===== src/rtl/fp16_pkg.sv =====
// Shared half-precision FP definitions: flag bit positions, CSR address map,
// rounding modes and the CSR bus handshake states.
package fp16_pkg;

    localparam int FLAG_NX = 0;
    localparam int FLAG_UF = 1;
    localparam int FLAG_OF = 2;
    localparam int FLAG_DZ = 3;
    localparam int FLAG_NV = 4;

    typedef enum logic [1:0] {
        CSR_FFLAGS  = 2'd0,
        CSR_FRM     = 2'd1,
        CSR_FCSR    = 2'd2,
        CSR_TRAP_EN = 2'd3
    } csr_addr_e;

    typedef enum logic [2:0] {
        RM_RNE = 3'd0,
        RM_RTZ = 3'd1,
        RM_RDN = 3'd2,
        RM_RUP = 3'd3,
        RM_RMM = 3'd4,
        RM_DYN = 3'd7
    } rm_e;

    typedef enum logic {
        BUS_IDLE = 1'b0,
        BUS_RESP = 1'b1
    } bus_state_e;

    // Encodings 5 and 6 are reserved rounding modes.
    function automatic logic rm_legal(input logic [2:0] v);
        return !((v == 3'd5) || (v == 3'd6));
    endfunction

endpackage


===== src/rtl/fp_flag_csr.sv =====
// FP exception-flag / rounding-mode CSR for the FP16 FMA unit.
// Optional trap support is compiled in with FP_FLAG_TRAP_EN.
module fp_flag_csr
    import fp16_pkg::*;
(
    input  logic       clk,
    input  logic       reset,
    input  logic       res_valid,
    input  logic       flag_nv,
    input  logic       flag_of,
    input  logic       flag_uf,
    input  logic       flag_nx,
    input  logic       csr_req,
    input  logic       csr_we,
    input  logic [1:0] csr_addr,
    input  logic [7:0] csr_wdata,
    output logic       csr_ack,
    output logic [7:0] csr_rdata,
    output logic       csr_err,
    output logic [2:0] frm,
    output logic       fp_trap
);

    // Bus handshake: a request is accepted only in IDLE; the following cycle
    // (RESP) presents ack with rdata/err, then the bus returns to IDLE.
    bus_state_e r_state;
    bus_state_e w_state_nxt;
    logic       w_accept;

    logic       r_stage_v;
    logic [4:0] r_stage_f;
    logic [4:0] r_fflags;
    logic [2:0] r_frm;
    logic [7:0] r_rdata;
    logic       r_err;

    logic       w_wr_fflags;
    logic       w_frm_target;
    logic [2:0] w_frm_wval;
    logic       w_frm_bad;
    logic [4:0] w_stage_or;
    logic [4:0] w_fflags_nxt;
    logic [7:0] w_rdata;
    logic [3:0] w_trap_en;

    always_comb begin
        w_state_nxt = r_state;
        w_accept    = 1'b0;
        case (r_state)
            BUS_IDLE: begin
                if (csr_req) begin
                    w_state_nxt = BUS_RESP;
                    w_accept    = 1'b1;
                end
            end
            BUS_RESP: w_state_nxt = BUS_IDLE;
            default:  w_state_nxt = BUS_IDLE;
        endcase
    end

    assign w_wr_fflags  = w_accept && csr_we &&
                          ((csr_addr == CSR_FFLAGS) || (csr_addr == CSR_FCSR));
    assign w_frm_target = w_accept && csr_we &&
                          ((csr_addr == CSR_FRM) || (csr_addr == CSR_FCSR));
    assign w_frm_wval   = (csr_addr == CSR_FCSR) ? csr_wdata[7:5] : csr_wdata[2:0];
    assign w_frm_bad    = w_frm_target && !rm_legal(w_frm_wval);

    assign w_stage_or   = r_stage_v ? r_stage_f : 5'b0;
    assign w_fflags_nxt = (w_wr_fflags ? csr_wdata[4:0] : r_fflags) | w_stage_or;

    always_comb begin
        w_rdata = 8'h00;
        case (csr_addr)
            CSR_FFLAGS:  w_rdata = {3'b000, r_fflags};
            CSR_FRM:     w_rdata = {5'b00000, r_frm};
            CSR_FCSR:    w_rdata = {r_frm, r_fflags};
            CSR_TRAP_EN: w_rdata = {4'b0000, w_trap_en};
            default:     w_rdata = 8'h00;
        endcase
    end

    always_ff @(posedge clk or posedge reset) begin
        if (reset) begin
            r_state   <= BUS_IDLE;
            r_stage_v <= 1'b0;
            r_stage_f <= 5'b0;
            r_fflags  <= 5'b0;
            r_frm     <= RM_RNE;
            r_rdata   <= 8'h00;
            r_err     <= 1'b0;
        end else begin
            r_state   <= w_state_nxt;
            r_stage_v <= res_valid;
            if (res_valid) begin
                r_stage_f <= {flag_nv, 1'b0, flag_of, flag_uf, flag_nx};
            end
            r_fflags  <= w_fflags_nxt;
            if (w_frm_target && !w_frm_bad) begin
                r_frm <= w_frm_wval;
            end
            // rdata/err hold the pre-update snapshot only for the RESP cycle.
            r_rdata   <= w_accept ? w_rdata : 8'h00;
            r_err     <= w_frm_bad;
        end
    end

`ifdef FP_FLAG_TRAP_EN
    logic [3:0] r_trap_en;
    logic       r_trap;
    logic [4:0] w_en_mask;
    logic       w_trap_hit;

    // Only bits newly set by the flag stage raise a trap; software writes never do.
    assign w_en_mask  = {r_trap_en[3], 1'b0, r_trap_en[2:0]};
    assign w_trap_hit = |(w_stage_or & ~r_fflags & w_en_mask);

    always_ff @(posedge clk or posedge reset) begin
        if (reset) begin
            r_trap_en <= 4'b0;
            r_trap    <= 1'b0;
        end else begin
            if (w_accept && csr_we && (csr_addr == CSR_TRAP_EN)) begin
                r_trap_en <= csr_wdata[3:0];
            end
            r_trap <= w_trap_hit;
        end
    end

    assign w_trap_en = r_trap_en;
    assign fp_trap   = r_trap;
`else
    assign w_trap_en = 4'b0;
    assign fp_trap   = 1'b0;
`endif

    assign csr_ack   = (r_state == BUS_RESP);
    assign csr_rdata = r_rdata;
    assign csr_err   = r_err;
    assign frm       = r_frm;

endmodule


===== config.mk =====
export PLATFORM = sky130hd
export DESIGN_NAME = fp_flag_csr
export DESIGN_NICKNAME = d
export VERILOG_FILES = /design/src/rtl/fp16_pkg.sv /design/src/rtl/fp_flag_csr.sv
export SDC_FILE = /design/constraint.sdc
export NUM_CORES = 1
export LEC_CHECK = 0
export CORE_ASPECT_RATIO = 1.75
export CORE_MARGIN = 5
export CORE_UTILIZATION = 45
export DETAILED_ROUTE_END_ITERATION = 8
export MAX_ROUTING_LAYER = met4
export PLACE_DENSITY = 0.79
export RECOVER_POWER = 50
export SLEW_MARGIN = 40
export SYNTH_ARGS = -nofsm -noshare
export SYNTH_HDL_FRONTEND = slang
export SYNTH_SLANG_ARGS = --single-unit

===== constraint.sdc =====
create_clock -name clk -period 1.2 [get_ports clk]
set_input_delay 0.24 -clock clk [delete_from_list [all_inputs] [get_ports clk]]
set_output_delay 0.24 -clock clk [all_outputs]
set_load 0.02 [all_outputs]

==> flow_summary_export.csv, run 1 <==
group,metric,value,unit
sta,finalSetupViolCount,0,
die,die_w,46.58,um
sta,rsz0062_at_grt,"yes",
worst_setup_path,reg2reg_to,"r_fflags[1]",
sta,fin_crit,1.197,ns
cells_and_area,drive_above_1_share,36.62,%
worst_setup_path,cp_max_fo,5,
pwr,power.leakage,0.7368,nW
cells_and_area,diodes,0,
worst_setup_path,reg2reg_slack,0.01,ns
clocking,clkTransAtPathRegs,0.08,ns
sta,fin_skew,0.007395,ns
global_route,grt_pass1_wl,4.443,mm
global_route,grt-ovfl-total,0,
cells_and_area,fin_nets,165,
sta,hold_viol_final,0,
placed_design,post-place-ws,-0.6716,ns
placed_design,portBuffers,31,
detailed_routing,viasPerCell,5.503,
worst_setup_path,path_class,"in2reg",
detailed_routing,drtIter0Drc,35,
global_route,grt_max_degree,24,
logic_synthesis,synth_top_area_share,54.63,%
logic_synthesis,syn_area_per_cell,11.33,um^2
sta,finalWorstSetupSlack,0.002783,ns
placed_design,detailed_place_hpwl,2.115,mm
global_route,grt_pass1_vias,1004,
cells_and_area,final_util,70.12,%
worst_setup_path,worst_setup_path_end_kind,"register",
clocking,clock-root-buffer,"clkbuf_8",
logic_synthesis,synth_fp_nets,115,
global_route,antenna_found_initial,0,
logic_synthesis,synth.area.top_cells,"dfrtp_1 55%, nand3_1 6.2%, mux2_2 5.3%",
flow_run,maxCapViolCount,0,
worst_hold_path,hold_start,"csr_addr[0]",
pwr,powerDensity,1176,nW/um^2
clocking,clockBufferDepth,2,
detailed_routing,num_vias,919,
cells_and_area,areaGrowthSynthToFinish,51.31,%
logic_synthesis,seq_area_frac_synth,54.63,%
detailed_routing,post_drt_wl_per_cell,16.51,um
worst_setup_path,worst_r2r_path_depth,4,
worst_setup_path,r2r-start,"csr_ack",
sta,min_period_over_period,99.77,%
pwr,peakVddDrop,0.0008120,V
sta,tightestPinTransition,0.5631,ns
logic_synthesis,ys_ff_latch,23,
detailed_routing,drt_wl_total,2.758,mm
worst_setup_path,required,1.36,ns
clocking,clock-sinks,23,
status,status,"complete, no violations",
logic_synthesis,yosys_warnings,0,
worst_hold_path,hold_depth,3,
worst_hold_path,hold_path_class,"in2reg",
worst_setup_path,cp.arrival,1.36,ns
clocking,cts_tree,"built",
detailed_routing,route.detailed.drc,0,
clocking,htreeDepth,1,
sta,slew_headroom,62.46,%
logic_synthesis,synthCells,93,
worst_hold_path,hold_end,"csr_rdata[3]",
clocking,clk_latency,0.27,ns
pwr,p_total,1.875,mW
die,rows,23,
placed_design,place_congestion,0.8147,
sta,fmax,835.3,MHz
clocking,cts_buffers,3,
sta,timing.hold.ws,0.2835,ns
global_route,grt_use_total,18.78,%
sta,slew_violations,0,
detailed_routing,dr.pass1.iters,4,
worst_setup_path,crit_path_start_kind,"primary input",
die,io_pins,33,
die,initial_core_util,46.34,%
detailed_routing,ant_nets,0,
logic_synthesis,synth_top_cell_by_area,"dfrtp_1",
die,die_h,74.01,um
die,die-area,3447,um^2
logic_synthesis,synth_area,1054,um^2
logic_synthesis,ys_types,28,
die,coreArea,2273,um^2
[worst max path at each step]
stage / start / to / slack, ns / depth (start not counted)
2_1_floorplan: csr_addr[0] / frm[2] / -0.07 / 6
3_3_place_gp: csr_addr[0] / frm[2] / -0.62 / 7
3_5_place_dp: csr_addr[0] / csr_rdata[1] / -0.67 / 7
4_1_cts: csr_req / frm[2] / -0.02 / 4
5_1_grt: csr_ack / r_fflags[1] / -0.06 / 4
6_report: csr_addr[1] / frm[2] / 0.003 / 5
[worst max-delay path, cell delays in order]
cell	delay, ns
clkdlybuf4s15_2	0.21
ha_4	0.20
mux2_4	0.35
xnor2_2	0.15
a22o_1	0.19
[per-stage QoR]
step           setup TNS [ns]  instances  area [um^2]
2_1_floorplan        -0.09159         93         1085
5_1_grt               -0.3551        167         1594
3_3_place_gp           -8.885        160         1514
3_5_place_dp           -9.784        160         1514
4_1_cts              -0.03421        168         1595
6_report                    0        167         1594
[synth_stat cells]
cell,n
buf_2,1
inv_1,4
a22o_1,1
nor2b_1,1
dfrtp_1,23
and3_2,3
ha_1,3
nand2b_1,1
o21ai_0,7
conb_1,1
and3b_1,1
mux2_4,2
and3_1,2
or2_1,1
nor3_1,1
o211ai_1,2
buf_6,1
a22oi_1,3
buf_4,1
mux2_2,5
nand2_1,6
xnor2_2,1
mux2i_2,1
nor2_1,5
nand3_1,13
nand3b_1,1
nand4b_1,1
and4b_1,1
[cells in the final DEF, fill, tap and decap left out, types with 3 or more instances in the layout]
master and instances:
buf_4 13, clkbuf_8 3, clkbuf_2 6, a22oi_2 3, nand3_1 13, mux2_2 5, o21ai_1 6, buf_6 3
clkdlybuf4s50_1 13, nand2_1 6, nor2_1 5, and3_2 3, clkdlybuf4s15_1 6, dfrtp_1 22
[kinds of logic (layout without fill, tap and decap cells)]
kind of cell,Yosys count,count (layout),share of synthesized area [%]
buffers and inverters,7,55,3.681
and+or+nand+nor,37,38,19.00
DFF,23,23,54.63
AOI/OAI and AO/OA,13,13,7.719
adders and majority gates,3,3,3.563
xor gates and xnor gates,1,1,1.544
other,1,1,0.3560
muxes,8,8,9.501
[metal layers]
layer  up-vias  global-route usage [%]  share of wire (%)
li1        425                       -                  -
met1       452                   16.20                 31
met2        35                   35.89                 60
met3         7                   2.421                6.4
met4         0                   10.13                2.7
met5         -                       -                  0
[cell type report]
type,count,area [um^2]
Clock buffer,3,41.29
Clock inverter,1,5.005
Sequential cell,23,576.8
Multi-Input combinational cell,64,500.5
Tap cell,25,31.28
Inverter,4,27.53
Timing Repair Buffer,47,411.6
Fill cell,166,679.4
[flip-flops by register name, summed over array words and instances, names as in the netlist]
register and cells:
csr_ack 1, csr_err 1, csr_rdata 8, frm 3
r_fflags 5, r_stage_f 4, r_stage_v 1
[power breakdown]
group | switching, mW | internal (mW)
sequential | 0.0427 | 0.853
combinational | 0.244 | 0.250
clock | 0.252 | 0.232
[timing repair]
item	in CTS	in global routing
setup buffers	3	0
gates cloned	1	0
hold buffers	0	0
pin swaps	5	16
endpoints found under the setup margin	29	19
resized for setup	41	21
Note: power is estimated with default switching activity, not from simulation.
==> run 2: changes to the inputs <==
--- a/config.mk
+++ b/config.mk
@@ -9,6 +9,7 @@
 export CORE_MARGIN = 5
 export CORE_UTILIZATION = 45
 export DETAILED_ROUTE_END_ITERATION = 8
+export GPL_TIMING_DRIVEN = 0
 export MAX_ROUTING_LAYER = met4
 export PLACE_DENSITY = 0.79
 export RECOVER_POWER = 50
==> run 2 against run 1 <==
Utilization down 3.1 points. Cell count fell by 5.4%. Total power decreased by 1.9%. Die area did not move. Worst setup slack better by 0.013 ns. Clock power shrank 0.8%. Hold slack better by 0.0033 ns. Global-route usage is 2.8 points lower. First-iteration DRC count shrank 37%. Sequential cell count stayed put. Highest routed layer unchanged. Clock-buffer cell count up 1.
==> flow_summary_export.csv, run 2 (synthesis gave the netlist of run 1 again) <==
group,metric,value,unit
clocking,postCtsHoldBufs,0,
cells_and_area,final_area,1523,um^2
detailed_routing,drtIter0Drc,22,
placed_design,post-place-cells,149,
sta,slew_violations,0,
pwr,powerDensity,1208,nW/um^2
worst_setup_path,cp-endpoint,"frm[2]",
cells_and_area,final_common_cell,"dfrtp_1",
cells_and_area,fin_nets,156,
placed_design,dpl_cell_area,1426,um^2
detailed_routing,drt_wl_total,2.405,mm
worst_setup_path,crit_path_start,"csr_addr[0]",
global_route,antenna_found_initial,0,
die,io_pins,33,
worst_setup_path,cp_max_fo,5,
detailed_routing,ant_nets,0,
sta,finalWorstSetupSlack,0.01606,ns
die,rows,23,
placed_design,detailed_place_hpwl,1.844,mm
global_route,grt-ovfl-total,0,
clocking,clkTransAtPathRegs,0.08,ns
worst_setup_path,cp.arrival,1.34,ns
sta,min_period_over_period,98.66,%
global_route,grt_pass1_vias,903,
clocking,clock-root-buffer,"clkbuf_8",
clocking,htreeDepth,1,
pwr,p_total,1.839,mW
detailed_routing,viasPerCell,5.430,
worst_setup_path,required,1.36,ns
pwr,power.leakage,0.6969,nW
sta,tightestPinTransition,0.8312,ns
detailed_routing,dr.pass1.iters,4,
sta,fmax,844.6,MHz
die,die_h,74.01,um
die,coreArea,2273,um^2
sta,finalSetupTns,0,ns
sta,finalSetupViolCount,0,
flow_run,maxCapViolCount,0,
global_route,grt_pass1_wl,3.898,mm
worst_setup_path,r2r-start,"csr_ack",
worst_setup_path,reg2reg_to,"frm[2]",
cells_and_area,final_cell_mix,"23 x dfrtp_1, 14 x clkdlybuf4s50_1, 13 x nand3_1",
worst_setup_path,path_class,"in2reg",
worst_setup_path,reg2reg_slack,0.05,ns
detailed_routing,num_vias,858,
clocking,cts_buffers,3,
cells_and_area,areaGrowthSynthToFinish,44.54,%
detailed_routing,post_drt_wl_per_cell,15.22,um
status,status,"complete, no violations",
worst_setup_path,worst_setup_path_end_kind,"register",
placed_design,portBuffers,31,
cells_and_area,diodes,0,
die,initial_core_util,46.34,%
die,die-area,3447,um^2
clocking,clockBufferDepth,2,
clocking,cts_tree,"built",
worst_setup_path,crit_family,"multiplexers",
placed_design,place_congestion,0.8074,
detailed_routing,route.detailed.drc,0,
placed_design,post-place-ws,-0.8390,ns
cells_and_area,drive_above_1_share,25.56,%
sta,rsz0062_at_grt,"yes",
global_route,grt_use_total,16.02,%
sta,fin_skew,0.001847,ns
sta,fin_crit,1.184,ns
die,die_w,46.58,um
worst_setup_path,slowest_stage,"mux2_4",
worst_hold_path,hold_path_class,"in2reg",
pwr,peakVddDrop,0.0007103,V
worst_setup_path,crit_path_start_kind,"primary input",
global_route,grt_max_degree,24,
cells_and_area,largest_register_ffs,8,
worst_setup_path,worst_r2r_path_depth,3,
clocking,clk_latency,0.26,ns
sta,slew_headroom,44.53,%
worst_setup_path,crit_cells,7,
cells_and_area,finalNonFillerCells,158,
worst_setup_path,slowest_delay,0.33,ns
worst_setup_path,path_buf_inv,3,
worst_setup_path,worstPathCellList,"buf_6 > inv_12 > ha_4 > buf_12 > mux2_4 > xnor2_2 > a22o_1",
sta,hold_viol_final,0,
clocking,clock-sinks,23,
[run 2: cell count changes in the layout (fill, tap and decap cells not counted), sizes merged]
cell | previous run | this run
dlygate4sd3 | 2 | 1
or2 | 2 | 1
clkinv | 1 | 0
clkbuf | 9 | 5
dlygate4sd2 | 0 | 2
clkdlybuf4s15 | 8 | 9
clkdlybuf4s50 | 13 | 14
buf | 17 | 11
[run 2: cell type report]
cell class | instances | area, um^2
repair buffers | 37 | 354.1
fillers | 189 | 750.7
multi-input cells | 63 | 470.5
clock buffers | 4 | 45.04
inverters | 4 | 27.53
flip-flops and latches | 23 | 575.6
plain buffers | 2 | 18.77
well taps | 25 | 31.28
[run 2: worst min path at each step]
stage | start | to | slack, ns | cells after the start
after floorplan | reset | csr_ack | 0.24 | 1
after global placement | r_stage_f[1] | r_fflags[1] | 0.46 | 2
after detailed placement | r_stage_f[2] | r_fflags[2] | 0.46 | 2
after CTS | csr_addr[0] | csr_rdata[3] | 0.32 | 3
after global routing | csr_addr[0] | csr_rdata[3] | 0.28 | 3
final | csr_addr[0] | csr_rdata[3] | 0.29 | 3
[run 2: metal layers]
metal  GRT usage, %  share of wire (%)  vias up
met3          2.179                5.9       11
li1               -                  -      405
met4          7.595                4.5        0
met2          28.68                 57       33
met1          16.20                 32      409
met5              -                  0        -
[run 2: timing repair]
item                                    in CTS  in global routing
endpoints found under the setup margin      29                 18
resized for setup                           32                 21
pin swaps                                    2                  4
buffers inserted                             3                  3
[run 2: power breakdown]
group          total (mW)  switching, mW  internal [mW]  leakage (nW)
Clock               0.481          0.244          0.237        0.0228
Combinational       0.464          0.228          0.237         0.398
Sequential          0.893         0.0411          0.852         0.276
Total                1.84          0.513           1.33         0.697
[run 2: tightest hold or removal path, delay by kind of cell]
kind          cells  cell delay (ns)
buf+inv           2             0.14
simple gates      1             0.13
[run 2: per-stage QoR]
| step | util [%] | hold slack [ns] |
|---|---|---|
| floorplan | - | 0.2419 |
| global placement | 62.74 | 0.4578 |
| detailed placement | 62.74 | 0.4629 |
| CTS | 64.61 | 0.3200 |
| global route | 66.98 | 0.2803 |
| finish | 66.98 | 0.2868 |
